[config.mk]
export PLATFORM = sky130hd
export DESIGN_NAME = pipe_adder
export DESIGN_NICKNAME = d
export VERILOG_FILES = /design/src/rtl/pipe_adder_pkg.sv /design/src/rtl/adder_slice.sv /design/src/rtl/pipe_adder.sv
export SDC_FILE = /design/constraint.sdc
export NUM_CORES = 1
export LEC_CHECK = 0
export ABC_AREA = 1
export ABC_CLOCK_PERIOD_IN_PS = 6510
export BUFFER_PORTS_ARGS = -buffer_cell sky130_fd_sc_hd__buf_2
export CELL_PAD_IN_SITES_DETAIL_PLACEMENT = 0
export CELL_PAD_IN_SITES_GLOBAL_PLACEMENT = 1
export CORE_UTILIZATION = 36
export DETAILED_ROUTE_END_ITERATION = 12
export GPL_TIMING_DRIVEN = 0
export PLACE_DENSITY_LB_ADDON = 0.2
export SKIP_CTS_REPAIR_TIMING = 1
export SLEW_MARGIN = 15
export SYNTH_ARGS = -nofsm -noshare
export SYNTH_HDL_FRONTEND = slang
export SYNTH_HIERARCHICAL = 1
export SYNTH_SLANG_ARGS = --single-unit
[constraint.sdc]
create_clock -name clk -period 6.51 [get_ports clk]
set_input_delay 0.9765 -clock clk [delete_from_list [all_inputs] [get_ports clk]]
set_output_delay 0.9765 -clock clk [all_outputs]
set_load 0.05 [all_outputs]
[src/rtl/pipe_adder_pkg.sv]
// Shared constants for the pipelined add/subtract unit and its users.
package pipe_adder_pkg;

    // Operation select encoding for the sub input.
    localparam logic OP_ADD = 1'b0;
    localparam logic OP_SUB = 1'b1;

    // Default geometry for instantiating blocks.
    localparam int unsigned DEFAULT_WIDTH  = 32;
    localparam int unsigned DEFAULT_STAGES = 4;

endpackage

[src/rtl/adder_slice.sv]
// Combinational W-bit ripple adder slice: sum, carry-out and carry into the MSB.
module adder_slice
    import pipe_adder_pkg::*;
#(
    parameter int unsigned W = 8
) (
    input  logic [W-1:0] a,
    input  logic [W-1:0] b,
    input  logic         ci,
    output logic [W-1:0] s,
    output logic         co,
    output logic         cmsb
);

    // Full add; the carry into the MSB is recovered from the MSB sum bit.
    always_comb begin
        {co, s} = {1'b0, a} + {1'b0, b} + {{W{1'b0}}, ci};
        cmsb    = s[W-1] ^ a[W-1] ^ b[W-1];
    end

endmodule

[src/rtl/pipe_adder.sv]
// Pipelined add/subtract: the WIDTH-bit carry chain is split into STAGES registered slices.
// Stage k adds slice k; higher slices ride along as operands (skew) and lower slices ride along
// as finished sum bits (deskew), so every stage register holds one whole operation.
module pipe_adder
    import pipe_adder_pkg::*;
#(
    parameter int unsigned WIDTH  = DEFAULT_WIDTH,
    parameter int unsigned STAGES = DEFAULT_STAGES
) (
    input  logic             clk,
    input  logic             rst,
    input  logic             in_valid,
    output logic             in_ready,
    input  logic [WIDTH-1:0] a,
    input  logic [WIDTH-1:0] b,
    input  logic             cin,
    input  logic             sub,
    output logic             out_valid,
    input  logic             out_ready,
    output logic [WIDTH-1:0] sum,
    output logic             cout,
    output logic             ovf
);

    if (STAGES < 1 || STAGES > WIDTH || (WIDTH % STAGES) != 0) begin : g_bad_cfg
        $error("pipe_adder: STAGES must lie in 1..WIDTH and divide WIDTH");
    end

    localparam int unsigned SLICE = WIDTH / STAGES;

    // Stage registers: index k is the register at the output of stage k.
    logic [WIDTH-1:0]  opa_q [STAGES];
    logic [WIDTH-1:0]  opb_q [STAGES];
    logic [WIDTH-1:0]  res_q [STAGES];
    logic [STAGES-1:0] carry_q;
    logic [STAGES-1:0] valid_q;
    logic              ovf_q;

    // Inputs seen by each stage (stage 0 from the ports, stage k from register k-1).
    logic [WIDTH-1:0]  stg_a   [STAGES];
    logic [WIDTH-1:0]  stg_b   [STAGES];
    logic [WIDTH-1:0]  stg_res [STAGES];
    logic [STAGES-1:0] stg_c;
    logic [STAGES-1:0] stg_v;

    // Slice adder results and next-state result words.
    logic [SLICE-1:0]  slc_s [STAGES];
    logic [STAGES-1:0] slc_co;
    logic [STAGES-1:0] slc_cm;
    logic [WIDTH-1:0]  res_d [STAGES];

    logic advance;

    // Global stall: everything moves only when the output slot is free or being drained.
    assign advance  = !out_valid || out_ready;
    assign in_ready = advance;

    // Route stage inputs; SUB inverts b and the borrow so stage 0 always adds.
    always_comb begin
        stg_a[0]   = a;
        stg_b[0]   = b ^ {WIDTH{sub == OP_SUB}};
        stg_c[0]   = cin ^ (sub == OP_SUB);
        stg_v[0]   = in_valid;
        stg_res[0] = '0;
        for (int k = 1; k < int'(STAGES); k++) begin
            stg_a[k]   = opa_q[k-1];
            stg_b[k]   = opb_q[k-1];
            stg_c[k]   = carry_q[k-1];
            stg_v[k]   = valid_q[k-1];
            stg_res[k] = res_q[k-1];
        end
    end

    for (genvar k = 0; k < STAGES; k++) begin : g_slice
        adder_slice #(
            .W (SLICE)
        ) u_slice (
            .a    (stg_a[k][k*SLICE +: SLICE]),
            .b    (stg_b[k][k*SLICE +: SLICE]),
            .ci   (stg_c[k]),
            .s    (slc_s[k]),
            .co   (slc_co[k]),
            .cmsb (slc_cm[k])
        );
    end

    // Merge each stage's freshly computed slice into the word it carries forward.
    always_comb begin
        for (int k = 0; k < int'(STAGES); k++) begin
            res_d[k]                    = stg_res[k];
            res_d[k][k*SLICE +: SLICE]  = slc_s[k];
        end
    end

    // Pipeline registers: async clear, hold on stall, otherwise shift one stage.
    always_ff @(posedge clk or posedge rst) begin
        if (rst) begin
            for (int k = 0; k < int'(STAGES); k++) begin
                opa_q[k] <= '0;
                opb_q[k] <= '0;
                res_q[k] <= '0;
            end
            carry_q <= '0;
            valid_q <= '0;
            ovf_q   <= 1'b0;
        end else if (advance) begin
            for (int k = 0; k < int'(STAGES); k++) begin
                opa_q[k] <= stg_a[k];
                opb_q[k] <= stg_b[k];
                res_q[k] <= res_d[k];
            end
            carry_q <= slc_co;
            valid_q <= stg_v;
            ovf_q   <= slc_cm[STAGES-1] ^ slc_co[STAGES-1];
        end
    end

    assign out_valid = valid_q[STAGES-1];
    assign sum       = res_q[STAGES-1];
    assign cout      = carry_q[STAGES-1];
    assign ovf       = ovf_q;

endmodule
### After elaboration in Yosys (flattened, before gate mapping)

Cells that the tools add are included.

| word-level totals | value |
|---|---|
| register bits after elaboration | 281 |
| bits in latches | 0 |
| RAM bits | 0 |
| ROM bits | 0 |
| input port bits | 70 |
| output and inout bits | 36 |
| word-level logic and storage cells | 28 |
| memories kept | 0 |

| operators by class | value |
|---|---|
| add/sub/neg operators | 8 |
| multipliers | 0 |
| divide/modulo/power cells | 0 |
| magnitude comparators | 0 |
| eq/ne operators | 0 |
| shift operators | 0 |
| mux-type cells | 0 |
| bitwise operators | 5 |
| reduce and logical (&&, ||, !) cells | 2 |

Operators with widths:

| kind | count |
|---|---|
| 8-bit by 8-bit adder with 9-bit output | 4 |
| 9-bit by 1-bit adder with 9-bit output | 4 |
| 32-bit bitwise XOR | 1 |
| 1-bit bitwise XOR | 4 |
| 1-bit logical NOT | 1 |
| 1-bit logical OR | 1 |

### Logic depth before layout (Yosys ltp)

Gate-level depths: netlist of run 1.

| depth | value |
|---|---|
| depth in word-level cells | 5 |
| mapped depth | 12 |
| depth with buffers taken out | 12 |

### Hierarchy

Netlist of run 1, hierarchy kept.

Modules (own cells, without submodules):

| module | times used | cells each | area an instance (um^2) | sequential area each (um^2) |
|---|---|---|---|---|
| pipe_adder | 1 | 845 | 7,328.3 | 4,629.4 |
| adder_slice (g_slice[2].u_slice ...) | 2 | 56 | 379.1 | 0.0 |
| adder_slice (g_slice[1].u_slice) | 1 | 56 | 381.6 | 0.0 |
| adder_slice (g_slice[0].u_slice) | 1 | 56 | 376.6 | 0.0 |

### Worst setup path after synthesis of run 1

No wires, ideal clock.

| timing path | value |
|---|---|
| path type | input to register |
| from | input port sub |
| to | register res_q (netlist bit res_d[70]) |
| library setup time | 65 ps |
| arrival time | 2,884 ps |
| required time | 6,445 ps |
| path slack | 3,561 ps |
| stages | 11 |
| path buffers | 2 |
| cell sequence | buf_2 -> buf_2 -> xor2_1 -> fa_1 -> fa_1 -> nand3_1 -> nand2_1 -> a21oi_1 -> xnor2_1 -> nand2_1 -> nand2_1 |

RTL lines:

| element | RTL line | text |
|---|---|---|
| from (decl) | pipe_adder.sv:17 | `input logic sub,` |
| to (signal, indexed assignment) | pipe_adder.sv:110 | `res_q[k] <= res_d[k];` |
| to (decl) | pipe_adder.sv:34 | `logic [WIDTH-1:0] res_q [STAGES];` |

### Final worst setup path of run 1

| timing path | value |
|---|---|
| from | input port out_ready |
| to | output port in_ready |

| on the way | value |
|---|---|
| cells in the longest elaborated chain, start to end | 1 |

Ends and longest elaborated chain:

| element | RTL line | text |
|---|---|---|
| from (decl) | pipe_adder.sv:19 | `input logic out_ready,` |
| 1-bit logical OR | pipe_adder.sv:55 | `assign advance = !out_valid \|\| out_ready;` |
| to (decl) | pipe_adder.sv:13 | `output logic in_ready,` |

No other way between the ends.

==> out/metrics.csv, run 1 <==
stage,metric,value,unit
status,status,"finished, final reports clean",
place,Placed Cells,1472,
power,LEAKAGE,5.64,nW
worst_setup_path,RR Startpoint,opb_q[56]$_DFFE_PP0P_,
detailed_routing,router iterations before antenna repair,4,
sta,Max Clock Skew,0.00920,ns
sta,Final period util,45.5,%
power,pwr/cell area,519,nW/um2
sta,Setup TNS,0,ns
global_route,gr usage total,18.1,%
detailed_routing,post-route ant nets,0,
clock_network,"Reg clk slew, reported paths",0.07,ns
layout,antenna cells,0,
detailed_routing,via count,6638,
logic_synthesis,Netlist Area Pre-Place,8740,um2
floorplanning,Initial Util,37.0,%
detailed_routing,WL/cell,13.9,um
global_route,largest net degree at the start of global routing,103,
place,DP Wirelength,15.3,mm
sta,final setup fails,0,
global_route,vias in the first global route,6426,
clock_network,H-Tree Depth,4,
sta,fin crit period,2.96,ns
hold_path,HP Start,valid_q[2]$_DFFE_PP0P_,
layout,Layout area overhead,17.8,%
hold_path,Tightest Hold Check Type,flip-flop to flip-flop,
place,port buffer count,104,
sta,Tightest Pin Transition,0.602,ns
floorplanning,die area,24900,um2
layout,Layout Cells excl Fill,1504,
clock_network,clock sink total,185,
sta,Final Slew Violations,0,
logic_synthesis,"Net Count, Synth",1154,
worst_setup_path,Crit path required time,5.53,ns
floorplanning,Core ar.,23600,um2
layout,# nets final,1278,
place,GPL Wtd Cong,0.790,
clock_network,CTS tree,done,
detailed_routing,vias per cell,4.41,
hold_path,Worst Hold Path EP,valid_q[3]$_DFFE_PP0P_,
clock_network,worst-case clock buffer depth,2,
sta,relative slew slack,59.8,%
worst_setup_path,worst reg-to-reg setup slack,4.45,ns
hold_path,Worst Hold Depth,2,
logic_synthesis,Yosys Warn Count,6,
logic_synthesis,Mapped Cells,1048,
clock_network,"Clk Latency, worst-skew pair",0.43,ns
floorplanning,Site Rows,56,
worst_setup_path,critical path peak fanout,10,
run,max-cap viol count,0,
floorplanning,Top Ports,106,
sta,RSZ-0062 raised after global routing,no,
global_route,initial antenna violation count,0,
sta,Max Freq,338,MHz
worst_setup_path,classification of the worst setup path,primary input to primary output,
clock_network,Clock Tree Root,clkbuf_16,
worst_setup_path,Startpoint Class,primary input,
power,Worst VDD drop,0.215,mV
worst_setup_path,"Data arrival, critical path",1.98,ns
detailed_routing,final WL,20.9,mm
layout,share of cells above drive strength 1,17.6,%
global_route,first-pass GRT wire length,33.9,mm
sta,Final Hold Fails,0,
logic_synthesis,syn_area_per_cell,8.34,um2
detailed_routing,drt drc,0,
worst_setup_path,RR Endpoint,ovf$_DFFE_PP0P_,
clock_network,Num CTS Buffers,17,
floorplanning,Die W,158,um
worst_setup_path,CP Capture Type,primary output,
worst_setup_path,worst-case reg-to-reg path depth,10,
floorplanning,chip height,158,um
detailed_routing,Starting DRT DRC Count,296,
global_route,remaining global-route overflow,0,
cell type report:
cell class / count / area, um2
inverter: 81 / 312
fill: 2506 / 13300
tap: 319 / 399
timing repair buffer: 105 / 548
buffer: 46 / 238
clock inverter: 15 / 173
clock buffer: 17 / 425
sequential: 185 / 4630
multi-input combinational: 736 / 3570
how the worst max path moves through the flow:
| stage | start | endpoint | slack [ns] |
|---|---|---|---|
| floorplan | rst | carry_q[0]$_DFFE_PP0P_ | 0.50 |
| global placement | rst | sum[30]$_DFFE_PP0P_ | -1.79 |
| detailed placement | sub | res_d[70]$_DFFE_PP0P_ | 3.22 |
| CTS | out_ready | in_ready | 3.52 |
| global route | out_ready | in_ready | 3.46 |
| finish | out_ready | in_ready | 3.55 |
critical path: stages:
cell,delay [ns]
buf_2,0.09
inv_1,0.04
nand2_2,0.14
buf_4,0.21
buf_2,0.22
buf_2,0.29
through the flow:
stage          setup slack, ns  instance area [um2]  utilization (%)  hold slack, ns  power, mW
2_1_floorplan            0.505                 8740                -           0.420       3.71
5_1_grt                   3.46                10300             43.6           0.483       5.80
6_report                  3.55                10300             43.6           0.459       5.34
4_1_cts                   3.52                10300             43.6           0.463       5.42
3_3_place_gp             -1.79                 9660             40.9           0.441       4.30
3_5_place_dp              3.22                 9690             41.1           0.443       4.33
state kept, by name (all words and copies together) (netlist names):
name,count
res_d,48
valid_q,4
sum,32
carry_q,4
ovf,1
opb_q,48
opa_q,48
routing by layer:
| layer | GRT usage (%) | wire [um] | vias to the layer above |
|---|---|---|---|
| li1 | - | - | 3492 |
| met1 | 24.8 | 10200 | 3041 |
| met2 | 29.8 | 9810 | 94 |
| met3 | 3.18 | 685 | 11 |
| met4 | 4.44 | 166 | 0 |
| met5 | 0 | 0 | - |
cells in the final DEF (no fill, tap or decap):
master	instances
ha_1	28
nor2_1	10
nand2_1	502
inv_1	80
buf_4	6
or2_1	4
nand3_2	4
buf_16	1
clkbuf_16	17
clkinv_4	3
xnor2_1	13
clkbuf_1	6
a21o_1	4
buf_2	138
nand3_1	44
dfrtp_1	185
inv_8	9
a21oi_1	12
nand2_2	15
xor2_1	17
inv_6	3
a21oi_2	4
nand4_1	4
nor2_2	7
o21ai_0	60
fa_1	8
bufinv_16	1
report_power, final:
part | switching (mW) | internal (mW)
Sequential | 0.284 | 1.66
Clock | 0.504 | 0.554
Combinational | 1.55 | 0.785
Total | 2.34 | 3.00
Power figures use the tool's default switching activity.
==> inputs of run 2 (changes only) <==
- ABC_CLOCK_PERIOD_IN_PS: 6510 -> 2440
- clock period: 6.51 -> 2.44 ns (I/O delays scaled with it)
==> out/metrics.csv, run 2 (synthesis gave the netlist of run 1 again) <==
stage,metric,value,unit,change
layout,Layout area overhead,19.0,%,was 17.8%
sta,Max Clock Skew,0.0125,ns,was 0.00920 ns
power,Clk pwr share,19.7,%,was 19.8%
global_route,largest net degree at the start of global routing,35,,was 103
layout,filler cell count,2505,,"was 2,506"
clock_network,Clock Tree Root,clkbuf_16,,unchanged
sta,Final period util,91.3,%,
worst_setup_path,worst path bufs/invs,2,,was 5
place,GPL Wtd Cong,0.798,,was 0.790
layout,sequential cell area,4630,um2,unchanged
power,Reg power frac,36.4,%,about the same
worst_setup_path,Crit path largest cell delay,0.46,ns,was 0.29 ns
power,fraction of power consumed by combinational cells,43.9,%,was 43.7%
sta,relative slew slack,64.6,%,was 59.8%
global_route,vias in the first global route,6536,,"was 6,426"
global_route,initial antenna violation count,0,,unchanged
layout,Finished Cell Area,10400,um2,"was 10,300 um2"
layout,Layout Utilization,44.0,%,was 43.6%
worst_setup_path,CP most frequent cell,nand2_1,,was buf_2
detailed_routing,via count,6727,,"was 6,638"
sta,Max Freq,449,MHz,
detailed_routing,router iterations before antenna repair,5,,was 4
global_route,gr usage total,18.6,%,was 18.1%
clock_network,"Reg clk slew, reported paths",0.08,ns,was 0.07 ns
power,pwr/cell area,1370,nW/um2,was 519 nW/um2
worst_setup_path,Crit path required time,2.81,ns,was 5.53 ns
layout,most frequent cells in the layout,"nand2_1 (502), dfrtp_1 (185), buf_2 (138), inv_1 (80), o21ai_0 (60)",,unchanged
worst_setup_path,family with the most delay on the worst path,adder cells,,was buffers and inverters
detailed_routing,WL/cell,14.0,um,was 13.9 um
worst_setup_path,CP Capture Type,flip-flop,,was primary output
clock_network,"Clk Latency, worst-skew pair",0.44,ns,was 0.43 ns
layout,footprint of the multi-input gates,3570,um2,unchanged
power,cell-internal power,8.03,mW,was 3.00 mW
worst_setup_path,"Data arrival, critical path",2.60,ns,was 1.98 ns
power,Worst VDD drop,0.494,mV,was 0.215 mV
sta,fin crit period,2.23,ns,
worst_setup_path,critical path peak fanout,10,,unchanged
place,DP Wirelength,15.9,mm,was 15.3 mm
detailed_routing,drt drc,0,,unchanged
clock_network,worst-case clock buffer depth,2,,unchanged
status,status,"finished, final reports clean",,unchanged
worst_setup_path,Startpoint Class,primary input,,unchanged
place,dpl cell area,9790,um2,was 9690 um2
detailed_routing,vias per cell,4.45,,was 4.41
power,LEAKAGE,5.67,nW,was 5.64 nW
sta,Final Hold Fails,0,,unchanged
power,Net Sw Frac,43.6,%,was 43.8%
sta,Tightest Pin Transition,0.531,ns,was 0.602 ns
worst_setup_path,CP cell instances,buf_2 > buf_2 > xor2_1 > fa_1 > fa_1 > nand3_1 > nand2_1 > a21oi_1 > xnor2_1 > nand2_1 > nand2_1,,was buf_2 > inv_1 > nand2_2 > buf_4 > buf_2 > buf_2
power,switching power total,6.21,mW,was 2.34 mW
detailed_routing,post-route ant nets,0,,unchanged
layout,"most common cell after layout, fill and taps aside",nand2_1,,unchanged
detailed_routing,final WL,21.1,mm,was 20.9 mm
sta,RSZ-0062 raised after global routing,no,,unchanged
worst_setup_path,classification of the worst setup path,primary input to flip-flop,,was primary input to primary output
hold_path,Tightest Hold Check Type,primary input to flip-flop,,was flip-flop to flip-flop
floorplanning,chip height,158,um,unchanged
floorplanning,die area,24900,um2,unchanged
layout,share of cells above drive strength 1,17.9,%,was 17.6%
floorplanning,Die W,158,um,unchanged
floorplanning,Site Rows,56,,unchanged
run,max-cap viol count,0,,unchanged
layout,antenna cells,0,,unchanged
sta,final setup fails,0,,unchanged
clock_network,Num CTS Buffers,17,,unchanged
floorplanning,Top Ports,106,,unchanged
floorplanning,Initial Util,37.0,%,unchanged
floorplanning,Core ar.,23600,um2,unchanged
global_route,remaining global-route overflow,0,,unchanged
global_route,first-pass GRT wire length,34.9,mm,was 33.9 mm
clock_network,H-Tree Depth,4,,unchanged
detailed_routing,Starting DRT DRC Count,354,,was 296
layout,# nets final,1284,,"was 1,278"
worst_setup_path,slowest stage cell on the critical path,fa_1,,was buf_2
clock_network,CTS tree,done,,unchanged
place,port buffer count,104,,unchanged
clock_network,clock sink total,185,,unchanged
power,"Power, Total",14.2,mW,was 5.34 mW
sta,Final Slew Violations,0,,unchanged
-- run 2: cell types whose count changed in the layout (fill, tap and decap cells not counted) --
cell | before | now
clkinvlp_4 | 0 | 3
buf_12 | 0 | 5
dlygate4sd3_1 | 0 | 1
clkinv_2 | 0 | 1
clkinv_8 | 0 | 2
inv_8 | 9 | 3
clkinv_4 | 3 | 2
clkbuf_8 | 0 | 1
-- run 2: per-layer routing --
metal	vias up	track usage [%]	part of all wire [%]
met5	-	0	0
met4	0	4.48	0.90
met3	14	3.31	3.5
met2	103	29.9	46
met1	3106	25.9	50
li1	3504	-	-
-- run 2: path summary, 6_finish.rpt --
path / startpoint / to / slack (ns) / cells after the start
setup / recovery: sub / res_d[70]$_DFFE_PP0P_ / 0.21 / 11
hold / removal: a[18] / opa_q[114]$_DFFE_PP0P_ / 0.12 / 3
setup reg to reg: opa_q[56]$_DFFE_PP0P_ / ovf$_DFFE_PP0P_ / 0.36 / 10
hold reg to reg: sum[8]$_DFFE_PP0P_ / sum[8]$_DFFE_PP0P_ / 0.47 / 2
max in group asynchronous: rst / res_d[16]$_DFFE_PP0P_ / 0.94 / 6
min in group asynchronous: rst / sum[5]$_DFFE_PP0P_ / 0.51 / 3
-- run 2: final cells by class --
type,instances,share of cell area (%)
plain buffers,46,2.29
clock buffers,18,4.22
well taps,319,3.84
clock inverters,14,1.54
multi-input cells,736,34.3
inverters,81,2.96
repair buffers,111,6.33
flip-flops and latches,185,44.5
-- run 2: power groups by stage --
stage / clock, mW / sequential (mW) / combinational (mW)
after floorplan: 0 / 6.02 / 3.88
after global placement: 0 / 5.24 / 6.24
after detailed placement: 0 / 5.26 / 6.33
after CTS: 2.87 / 5.21 / 6.37
after global routing: 3.00 / 5.36 / 7.20
final: 2.80 / 5.19 / 6.25
-- run 2: worst reg2reg max path, stage by stage, from the launching register on --
cell,delay (ns)
dfrtp_1,0.41
fa_1,0.51
fa_1,0.43
nand3_1,0.10
nand2_1,0.10
nand4_1,0.09
nand3_1,0.09
inv_1,0.08
nand2_1,0.05
nand3_1,0.06
nand2_1,0.05
-- run 2: metrics by stage --
step / TNS (ns) / worst slack, ns / hold WS (ns) / std cells
after floorplan: -56.34 / -0.305 / 0.420 / 1048
after global placement: -288.61 / -1.58 / 0.439 / 1471
after detailed placement: -0.467 / -0.251 / 0.423 / 1477
after CTS: 0 / 0.203 / -0.0391 / 1509
after global routing: 0 / 0.108 / 0.115 / 1510
final: 0 / 0.212 / 0.122 / 1510
